==> config.mk <==
export PLATFORM = sky130hd
export DESIGN_NAME = uart_line_buffer
export DESIGN_NICKNAME = d
export VERILOG_FILES = /design/src/rtl/uart_line_buffer.sv
export SDC_FILE = /design/constraint.sdc
export NUM_CORES = 1
export LEC_CHECK = 0
export BUFFER_PORTS_ARGS = -buffer_cell sky130_fd_sc_hd__buf_4
export CAP_MARGIN = 0
export CORE_ASPECT_RATIO = 2
export CORE_MARGIN = 2
export CORE_UTILIZATION = 30
export CTS_BUF_LIST = sky130_fd_sc_hd__clkbuf_16
export DETAILED_ROUTE_END_ITERATION = 16
export GPL_ROUTABILITY_DRIVEN = 1
export SLEW_MARGIN = 20
export SYNTH_ARGS = -nofsm -noshare
export SYNTH_HDL_FRONTEND = slang
export SYNTH_SLANG_ARGS = --single-unit
==> constraint.sdc <==
create_clock -name uart_clk -period 5.6 [get_ports uart_clk]
set_input_delay 0.56 -clock uart_clk [delete_from_list [all_inputs] [get_ports uart_clk]]
set_output_delay 0.56 -clock uart_clk [all_outputs]
set_load 0.05 [all_outputs]
==> src/rtl/uart_line_buffer.sv <==
// Line assembler behind the uart receiver: applies backspace edits, drops LF and
// empty lines, truncates at DEPTH chars, and on CR replays the line as a byte stream.
module uart_line_buffer #(
  parameter int DEPTH = 64,
  parameter int CNT_W = 7
) (
  input  logic             uart_clk,
  input  logic             uart_rst,
  input  logic [7:0]       in_data,
  input  logic             in_valid,
  output logic             in_ready,
  output logic [7:0]       out_data,
  output logic             out_valid,
  input  logic             out_ready,
  output logic             out_last,
  output logic [CNT_W-1:0] line_len,
  output logic             line_ovf
);

  localparam int AW = (DEPTH > 1) ? $clog2(DEPTH) : 1;
  localparam logic [0:0] COLLECT = 1'b0;
  localparam logic [0:0] DRAIN   = 1'b1;
  localparam logic [CNT_W-1:0] DEPTH_C = CNT_W'(DEPTH);
  localparam logic [CNT_W-1:0] ONE_C   = CNT_W'(1);

  // Reset asserts immediately, releases two edges later in this clock domain.
  logic [1:0] rst_sync_q;
  logic       rst_n;

  always_ff @(posedge uart_clk or negedge uart_rst) begin
    if (!uart_rst) rst_sync_q <= 2'b00;
    else           rst_sync_q <= {rst_sync_q[0], 1'b1};
  end
  assign rst_n = rst_sync_q[1];

  logic [0:0]       state_q, state_d;
  logic [CNT_W-1:0] count_q, count_d;
  logic [CNT_W-1:0] rd_ptr_q, rd_ptr_d;
  logic [CNT_W-1:0] len_q, len_d;
  logic             ovf_q, ovf_d;
  logic             lovf_q, lovf_d;
  logic             mem_we;
  logic [7:0]       mem_q [DEPTH];

  assign in_ready  = rst_n && (state_q == COLLECT);
  assign out_valid = (state_q == DRAIN);
  assign out_data  = out_valid ? mem_q[rd_ptr_q[AW-1:0]] : 8'h00;
  assign out_last  = out_valid && (rd_ptr_q == len_q - ONE_C);
  assign line_len  = out_valid ? len_q : '0;
  assign line_ovf  = out_valid && lovf_q;

  always_comb begin
    state_d  = state_q;
    count_d  = count_q;
    rd_ptr_d = rd_ptr_q;
    len_d    = len_q;
    ovf_d    = ovf_q;
    lovf_d   = lovf_q;
    mem_we   = 1'b0;
    if (state_q == COLLECT) begin
      if (in_valid && in_ready) begin
        case (in_data)
          8'h0D: begin
            if (count_q != '0) begin
              len_d    = count_q;
              lovf_d   = ovf_q;
              rd_ptr_d = '0;
              state_d  = DRAIN;
            end
          end
          8'h0A: begin
          end
          8'h08, 8'h7F: begin
            if (count_q != '0) count_d = count_q - ONE_C;
          end
          default: begin
            // Overflow sticks until the line is drained; backspace does not clear it.
            if (count_q < DEPTH_C) begin
              mem_we  = 1'b1;
              count_d = count_q + ONE_C;
            end else begin
              ovf_d = 1'b1;
            end
          end
        endcase
      end
    end else if (out_ready) begin
      if (out_last) begin
        state_d  = COLLECT;
        count_d  = '0;
        rd_ptr_d = '0;
        ovf_d    = 1'b0;
      end else begin
        rd_ptr_d = rd_ptr_q + ONE_C;
      end
    end
  end

  always_ff @(posedge uart_clk or negedge rst_n) begin
    if (!rst_n) begin
      state_q  <= COLLECT;
      count_q  <= '0;
      rd_ptr_q <= '0;
      len_q    <= '0;
      ovf_q    <= 1'b0;
      lovf_q   <= 1'b0;
    end else begin
      state_q  <= state_d;
      count_q  <= count_d;
      rd_ptr_q <= rd_ptr_d;
      len_q    <= len_d;
      ovf_q    <= ovf_d;
      lovf_q   <= lovf_d;
    end
  end

  // Storage needs no reset; only entries below count are ever read.
  always_ff @(posedge uart_clk) begin
    if (mem_we) mem_q[count_q[AW-1:0]] <= in_data;
  end

endmodule

==> results.yml, run 1 <==
status:
  status: "finished, final reports clean"
global_route:
  first_global_vias: 11276
  grt_start_max_net_pins: 67
  antenna_found_initial: 0
  gr-total-overflow: 0
  grt_pass1_wl_mm: 76.22
  gr-usage-all-layers_pct: 13.86
timing:
  final.setup.tns_ns: 0
  setup_violations: 0
  max_slew_margin_pct: 30.25
  finalHoldViolations: 0
  timing.final.crit_share_pct: 78.98
  fin_crit_ns: 4.423
  rsz0062_at_grt: "false"
  fmax_mhz: 226.1
  drv_slew: 0
  skew_ns: 0.01458
  worst_slew_pin_slew_ns: 1.042
routing:
  ant_nets: 0
  vias: 10700
  vias_per_cell: 5.110
  drt_iter0_drc: 867
  drt_first_pass_iters: 5
  drc: 0
  routedWlPerCell_um: 24.57
  routed_wirelength_mm: 51.46
job:
  max-cap-violations: 0
power_and_ir_drop:
  p_per_area_nw_per_um2: 395.4
  peakVddDrop_v: 0.0003331
  finalPower_uw: 9560
  power_leakage_uw: 0.007475
placed_design:
  place_congestion: 0.8303
  hpwl_mm: 34.41
  port_buffers: 30
setup_path:
  reg2reg_depth: 6
  reg2reg_slack_ns: 2.30
  required_ns: 5.04
  max_stage_delay_ns: 1.03
  cp.depth: 7
  path_buf_inv: 2
  path_delay_family: "flip-flops"
  worstSetupPathType: "flop to primary output"
  worstSetupStartpointType: "flop"
  crit_chain: "buf_4 > mux4_2 > a211oi_1 > a311oi_1 > a32oi_1 > o21ai_1 > buf_4"
  cp_max_fo: 41
  crit_top_cell: "buf_4"
  crit_slowest_cell: "dfrtp_4"
  end_kind: "primary output"
  crit_arrival_ns: 3.86
logic_synthesis:
  synth_compound_area_share_pct: 3.304
  synthSimpleGateAreaFrac_pct: 4.295
  yosys_warnings: 0
  syn_nets: 1132
  synth_mux_area_share_pct: 15.75
  ys_ff_latch: 538
  synth_top_family_by_area: "multiplexers"
  synthTopCellsByArea: "edfxtp_1 (71%), mux4_2 (13%), dfrtp_1 (3.0%), mux2i_1 (2.1%), nor2_1 (1.5%)"
  synth.top_cell.area_share_pct: 71.23
  async_reset_ff_share_pct: 4.833
  synth_edf_count: 512
  post_synth_fa_ha_maj_area_fraction_pct: 0.4985
  synth.yosys.seq_area_share_pct: 74.24
  synth_ff_type: "edfxtp_1"
  synthXorXnorAreaFrac_pct: 0.4464
  yosysTopAreaCell: "edfxtp_1"
  synth.distinct_cells: 59
  syn_avg_cell_area_um2: 19.41
  synthCells: 1112
  syn_area_um2: 21580
finish:
  multi_input_area_um2: 5248
  seq_area_um2: 16030
  nNetsFinal: 1169
  fillerInstances: 6652
  syn2layout_area_growth_pct: 12.01
  layout_commonest_cell: "edfxtp_1"
  drive_gt1_share_pct: 20.63
  layout_common_cells: "edfxtp_1 (512), mux4_2 (128), nor2_1 (88)"
  antenna_cells: 0
clock_network:
  insertion_delay_ns: 0.57
  cts_setup_buffers: 0
  clk_pin_slew_ns: 0.07
  numClockSinks: 538
  cts_root_buffer: "clkbuf_16"
  cts_buffers: 43
  cts_tree: "built"
  htree_num_levels: 2
  cts_buffer_depth: 3
floorplan:
  io_pins: 31
  rows: 139
  fp.dieH_um: 383.3
  die_area_um2: 74240
  core_um2: 71480
  die_w_um: 193.7
  start_util_pct: 30.20
hold_path:
  hold_path.class: "flop to asynchronous set/reset pin"
## layer usage
| metal | vias up | routed length (um) | global-route usage (%) |
|---|---|---|---|
| met5 | - | 0 | 0 |
| li1 | 4599 | - | - |
| met2 | 315 | 29500 | 27.37 |
| met4 | 0 | 2651 | 7.111 |
| met3 | 114 | 2256 | 1.677 |
| met1 | 5672 | 17050 | 14.06 |
## final cells by class
type | count | area share, %
Timing Repair Buffer | 50 | 1.666
Clock buffer | 43 | 4.451
Inverter | 14 | 0.2174
Multi-Input combinational cell | 502 | 21.71
Tap cell | 916 | 4.741
Sequential cell | 538 | 66.32
Clock inverter | 31 | 0.8954
## final timing paths
path,startpoint,to
max,rd_ptr_q[0]$_DFFE_PN0P_,out_data[2]
min,rst_sync_q[1]$_DFF_PN0_,count_q[0]$_DFFE_PN0P_
max reg2reg,rst_sync_q[1]$_DFF_PN0_,mem_q[61][1]$_DFFE_PP_
min reg2reg,rst_sync_q[1]$_DFF_PN0_,count_q[0]$_DFFE_PN0P_
max in group asynchronous,rst_sync_q[1]$_DFF_PN0_,rd_ptr_q[0]$_DFFE_PN0P_
min in group uart_clk,in_data[3],mem_q[28][3]$_DFFE_PP_
## registers in the layout (all words and copies together), names as in the netlist
signal / cells
mem_q: 512
count_q: 7
len_q: 7
rd_ptr_q: 7
rst_sync_q: 2
lovf_q: 1
out_valid: 1
ovf_q: 1
## timing repair
item / in CTS / in global routing
hold buffers: 1 / 0
gates resized for setup: 0 / 0
hold endpoints to repair: 2 / 0
## stage by stage
step	instances	utilization [%]	hold slack, ns	area (um2)	setup slack [ns]
after floorplan	1112	-	0.2644	21580	1.717
after global placement	2019	32.00	0.2411	22870	1.738
after detailed placement	2019	32.00	0.2505	22870	1.640
after CTS	2094	33.82	0.2574	24180	1.134
after global routing	2094	33.82	0.2938	24180	0.9937
final	2094	33.82	0.2451	24180	1.177
## synth_stat cells (all sizes together) (10+ instances only)
cell	n
a21oi	23
buf	30
clkbuf	28
dfrtp	26
edfxtp	512
inv	13
mux2i	46
mux4	128
nand2	33
nand3	19
nor2	88
o21ai	16
o221ai	12
or3	10
## where the power goes
part / leakage (uW) / internal (uW) / switching, uW
clock network: 0.000678 / 1540 / 1360
logic: 0.00188 / 975 / 1040
registers: 0.00491 / 4430 / 209
## cells by family (layout without fill, tap and decap cells)
| logic type | Yosys count | in the layout |
|---|---|---|
| adder cells (fa/ha/maj) | 8 | 8 |
| AO/OA/AOI/OAI | 105 | 105 |
| multiplexers | 179 | 179 |
| AND/OR/NAND/NOR | 198 | 198 |
| buffers and inverters | 72 | 138 |
| XOR/XNOR | 11 | 11 |
| flip-flops | 538 | 538 |
| other | 1 | 1 |
Power figures use the tool's default switching activity.
==> run 2: changes to the inputs <==
==> constraint.sdc (replaced) <==
create_clock -name uart_clk -period 3.59 [get_ports uart_clk]
set_input_delay 0.359 -clock uart_clk [delete_from_list [all_inputs] [get_ports uart_clk]]
set_output_delay 0.359 -clock uart_clk [all_outputs]
set_load 0.05 [all_outputs]
==> run 2 against run 1 <==
Net effect:
- combinational power is 98% higher
- first-iteration DRC count is 9.2% higher
- global-route usage is 1.5 points higher
- final cell count is 5.7% higher
- sequential cell count stayed put
- largest cell class unchanged
- critical endpoint unchanged
- die area stayed put
- hold slack worse by 0.13 ns
- via count is 4.3% higher
- cell area is 4.8% higher
==> results.yml, run 2 (same netlist as run 1, synthesis figures left out) <==
power_and_ir_drop:
  power_leakage_uw: 0.008180
  p_per_area_nw_per_um2: 617.4
  peakVddDrop_v: 0.0003022
  combPwrFrac_pct: 25.6
  power.switching_uw: 4431
  p_sw_share_pct: 28.33
  p_int_uw: 11210
  finalPower_uw: 15640
  p_clk_share_pct: 29.3
  p_seq_share_pct: 45.1
setup_path:
  required_ns: 3.23
  cp_max_fo: 13
  reg2reg_slack_ns: 0.95
  end_kind: "primary output"
  worstSetupStartpointType: "flop"
  worstSetupPathType: "flop to primary output"
  timing.rr.end: "count_q[1]$_DFFE_PN0P_"
  crit_arrival_ns: 3.19
  r2r_start: "rd_ptr_q[0]$_DFFE_PN0P_"
  reg2reg_depth: 9
finish:
  largest_reg_flops: 512
  layout_common_cells: "edfxtp_1 (512), buf_4 (141), mux4_2 (128)"
  drive_gt1_share_pct: 28.60
  syn2layout_area_growth_pct: 17.36
  final_cells: 2213
  layout_commonest_cell: "edfxtp_1"
  antenna_cells: 0
  utilization_pct: 35.44
  nNetsFinal: 1284
routing:
  vias_per_cell: 5.043
  routedWlPerCell_um: 25.82
  drt_first_pass_iters: 5
  drt_iter0_drc: 947
  routed_wirelength_mm: 57.14
  drc: 0
  vias: 11160
  ant_nets: 0
clock_network:
  cts_root_buffer: "clkbuf_16"
  insertion_delay_ns: 0.60
  clk_pin_slew_ns: 0.07
  numClockSinks: 538
  cts_tree: "built"
  cts_buffer_depth: 3
  htree_num_levels: 2
  cts_buffers: 45
timing:
  drv_slew: 0
  final.setup.tns_ns: 0
  rsz0062_at_grt: "true"
  fmax_mhz: 281.5
  timing.final.crit_share_pct: 98.96
  worst_slew_pin_slew_ns: 0.8300
  setup_violations: 0
  max_slew_margin_pct: 44.67
  whs_ns: 0.1102
  skew_ns: 0.02570
  finalHoldViolations: 0
  fin_crit_ns: 3.553
global_route:
  grt_pass1_wl_mm: 82.94
  antenna_found_initial: 0
  first_global_vias: 11887
  gr-usage-all-layers_pct: 15.38
  grt_start_max_net_pins: 65
  gr-total-overflow: 0
floorplan:
  rows: 139
  core_um2: 71480
  die_w_um: 193.7
  start_util_pct: 30.20
  die_area_um2: 74240
  io_pins: 31
  fp.dieH_um: 383.3
placed_design:
  place_inst: 2118
  place_congestion: 0.8774
  port_buffers: 30
  hpwl_mm: 38.55
hold_path:
  hold_path.class: "primary input to asynchronous set/reset pin"
job:
  max-cap-violations: 0
status:
  status: "finished, final reports clean"
run 2: stage by stage:
step,cell area (um2),worst slack [ns]
final,25330,0.03735
after global routing,25330,-0.01789
after CTS,25240,0.0004503
after detailed placement,23690,0.2572
after global placement,23690,0.2252
after floorplan,21600,0.3479
run 2: area by class of cell:
class                   count  area [um2]
fillers                  6526       46150
flip-flops and latches    538       16030
multi-input cells         502        5333
repair buffers            163        1435
well taps                 916        1146
clock buffers              45        1126
clock inverters            35       205.2
inverters                  14       52.55
run 2: worst max path at each step:
stage,startpoint,end,slack (ns),depth (start not counted)
after floorplan,rd_ptr_q[1]$_DFFE_PN0P_,out_data[4],0.35,7
after global placement,in_data[5],count_q[6]$_DFFE_PN0P_,0.23,12
after detailed placement,in_data[5],count_q[6]$_DFFE_PN0P_,0.26,12
after CTS,rd_ptr_q[0]$_DFFE_PN0P_,out_data[5],0.0005,8
after global routing,rd_ptr_q[0]$_DFFE_PN0P_,out_data[7],-0.02,9
final,rd_ptr_q[0]$_DFFE_PN0P_,out_data[2],0.04,7
run 2: timing repair:
action | 4_1_cts | 5_1_grt
pin swaps | 3 | 1
hold buffers | 2 | 0
buffers inserted | 6 | 5
endpoints found under the setup margin | 8 | 8
hold endpoints to repair | 6 | 0
gates resized for setup | 17 | 11
gates cloned | 2 | 0
run 2: worst max-delay path, stage by stage, from the launching register on:
cell and delay, ns:
dfrtp_4 0.49, buf_4 0.16, bufbuf_16 0.30, mux4_2 0.59, mux4_2 0.54, a32oi_2 0.20
o21ai_2 0.13, buf_6 0.19
run 2: power by group through the flow:
stage               clock network [uW]  logic [uW]  registers, uW
global placement                     0        3690           7230
global route                      4890        4220           7050
CTS                               4690        3990           7060
floorplan                            0        2430           7100
finish                            4590        4000           7050
detailed placement                   0        3690           7230
run 2: layer usage:
metal  up-vias  share of wire [%]  track usage (%)
met5         -                  0                0
met4         0                6.0            8.453
met3       114                3.5            1.554
met2       323                 56            30.05
met1      5894                 34            15.86
li1       4829                  -                -
==> run 3: changes to the inputs <==
--- a/config.mk
+++ b/config.mk
@@ -5,13 +5,13 @@
 export SDC_FILE = /design/constraint.sdc
 export NUM_CORES = 1
 export LEC_CHECK = 0
-export BUFFER_PORTS_ARGS = -buffer_cell sky130_fd_sc_hd__buf_4
 export CAP_MARGIN = 0
 export CORE_ASPECT_RATIO = 2
 export CORE_MARGIN = 2
 export CORE_UTILIZATION = 30
 export CTS_BUF_LIST = sky130_fd_sc_hd__clkbuf_16
 export DETAILED_ROUTE_END_ITERATION = 16
+export DONT_BUFFER_PORTS = 1
 export GPL_ROUTABILITY_DRIVEN = 1
 export SLEW_MARGIN = 20
 export SYNTH_ARGS = -nofsm -noshare
==> run 3 against run 2 <==
Net effect:
- register-to-register slack worse by 0.16 ns
- hold slack worse by 0.077 ns
- final cell count down 1.1%
- worst setup slack better by 0.063 ns
- first-iteration DRC count down 11%
- sequential cell count unchanged
- non-clock buffer count down 22
- via count down 0.81%
- maximum frequency up 1.8%
- critical path depth unchanged
- core utilization up 0.15 points
- sequential power about the same
- critical path type unchanged
- largest cell class unchanged
==> results.yml, run 3 (same netlist as run 1, synthesis figures left out) <==
floorplan:
  io_pins: 31
  start_util_pct: 30.20
  die_w_um: 193.7
  rows: 139
  core_um2: 71480
  fp.dieH_um: 383.3
  die_area_um2: 74240
finish:
  layout_common_cells: "edfxtp_1 (512), mux4_2 (128), buf_4 (110)"
  antenna_cells: 0
  drive_gt1_share_pct: 27.83
  nNetsFinal: 1259
  fillerInstances: 6546
  syn2layout_area_growth_pct: 17.86
  largest_reg_flops: 512
  layout_commonest_cell: "edfxtp_1"
timing:
  setup_violations: 0
  timing.final.crit_share_pct: 97.19
  fmax_mhz: 286.6
  setup_ws_ns: 0.1007
  rsz0062_at_grt: "false"
  worst_slew_pin_slew_ns: 1.023
  skew_ns: 0.02430
  max_slew_margin_pct: 31.64
  drv_slew: 0
  finalHoldViolations: 0
  final.setup.tns_ns: 0
  fin_crit_ns: 3.489
global_route:
  gr-total-overflow: 0
  antenna_found_initial: 1
  first_global_vias: 11833
  grt_start_max_net_pins: 65
  gr-usage-all-layers_pct: 14.99
  grt_pass1_wl_mm: 81.58
power_and_ir_drop:
  p_per_area_nw_per_um2: 619.4
  p_clk_share_pct: 31.1
  combPwrFrac_pct: 24.0
  power_leakage_uw: 0.008130
  power.switching_uw: 4259
  peakVddDrop_v: 0.0003942
  p_sw_share_pct: 27.03
  finalPower_uw: 15760
  p_seq_share_pct: 44.9
  p_int_uw: 11500
setup_path:
  end_kind: "primary output"
  worstSetupPathType: "flop to primary output"
  required_ns: 3.23
  cp_max_fo: 22
  worstSetupStartpointType: "flop"
  crit_arrival_ns: 3.13
placed_design:
  place_congestion: 0.8315
  dp_slack_ns: 0.3228
  port_buffers: 0
  hpwl_mm: 35.96
routing:
  vias: 11070
  drt_first_pass_iters: 5
  ant_nets: 0
  vias_per_cell: 5.059
  drc: 0
  routedWlPerCell_um: 25.31
  routed_wirelength_mm: 55.38
  drt_iter0_drc: 844
clock_network:
  cts_buffers: 42
  cts_root_buffer: "clkbuf_16"
  clk_pin_slew_ns: 0.07
  insertion_delay_ns: 0.58
  cts_buffer_depth: 3
  numClockSinks: 538
  htree_num_levels: 2
  cts_tree: "built"
hold_path:
  hold_path.class: "primary input to asynchronous set/reset pin"
job:
  max-cap-violations: 0
status:
  status: "finished, final reports clean"
[run 3: power groups by stage]
stage,Clock [uW],Combinational [uW],Sequential (uW)
after global routing,5180,4040,7080
after CTS,4990,3790,7100
final,4890,3790,7070
after detailed placement,0,3440,7270
after floorplan,0,2430,7100
after global placement,0,3410,7260
[run 3: layer usage]
metal	GRT usage [%]	wire (um)	vias to the layer above
met5	0	11	-
met4	9.005	3500	2
met3	2.265	2331	127
met2	28.63	30810	313
met1	15.22	18740	5842
li1	-	-	4786
[run 3: timing repair]
item	CTS	global route
setup buffers	6	2
pin swaps	2	1
hold endpoints to repair	515	0
hold buffers	10	0
cloned	1	0
gates resized for setup	12	3
setup endpoints to repair	6	5
[run 3: path summary, 6_finish.rpt]
check	slack (ns)	to	startpoint	depth (start not counted)
max	0.10	out_data[2]	rd_ptr_q[0]$_DFFE_PN0P_	7
min	0.03	rst_sync_q[0]$_DFF_PN0_	uart_rst	1
max reg2reg	0.79	rd_ptr_q[4]$_DFFE_PN0P_	rd_ptr_q[2]$_DFFE_PN0P_	7
max in group asynchronous	2.98	rd_ptr_q[2]$_DFFE_PN0P_	rst_sync_q[1]$_DFF_PN0_	1
min in group uart_clk	0.05	rd_ptr_q[0]$_DFFE_PN0P_	out_ready	3
min reg2reg	0.33	rd_ptr_q[4]$_DFFE_PN0P_	rst_sync_q[1]$_DFF_PN0_	1
[run 3: final cells by class]
type                            instances  area (um2)  share of cell area [%]
Clock buffer                           43        1076                   4.230
Inverter                               14       52.55                  0.2066
Clock inverter                         34       361.6                   1.421
Multi-Input combinational cell        502        5310                   20.87
Tap cell                              916        1146                   4.505
Sequential cell                       538       16040                   63.04
Timing Repair Buffer                  141        1456                   5.725
[run 3: stage by stage]
stage          utilization, %  hold slack [ns]  area, um2  instances
5_1_grt                 35.59          0.04062      25440       2188
3_5_place_dp            32.99          0.06355      23580       2092
2_1_floorplan               -          0.06341      21600       1112
3_3_place_gp            32.99          0.06353      23580       2092
6_report                35.59          0.03341      25440       2188
4_1_cts                 35.54          0.01976      25400       2186
[run 3: critical path: stages, from the launching register on]
cell and delay (ns):
dfrtp_4 0.46, buf_4 0.15, buf_16 0.20, mux4_2 0.53
mux4_2 0.57, a32oi_1 0.26, o21ai_2 0.13, buf_4 0.23
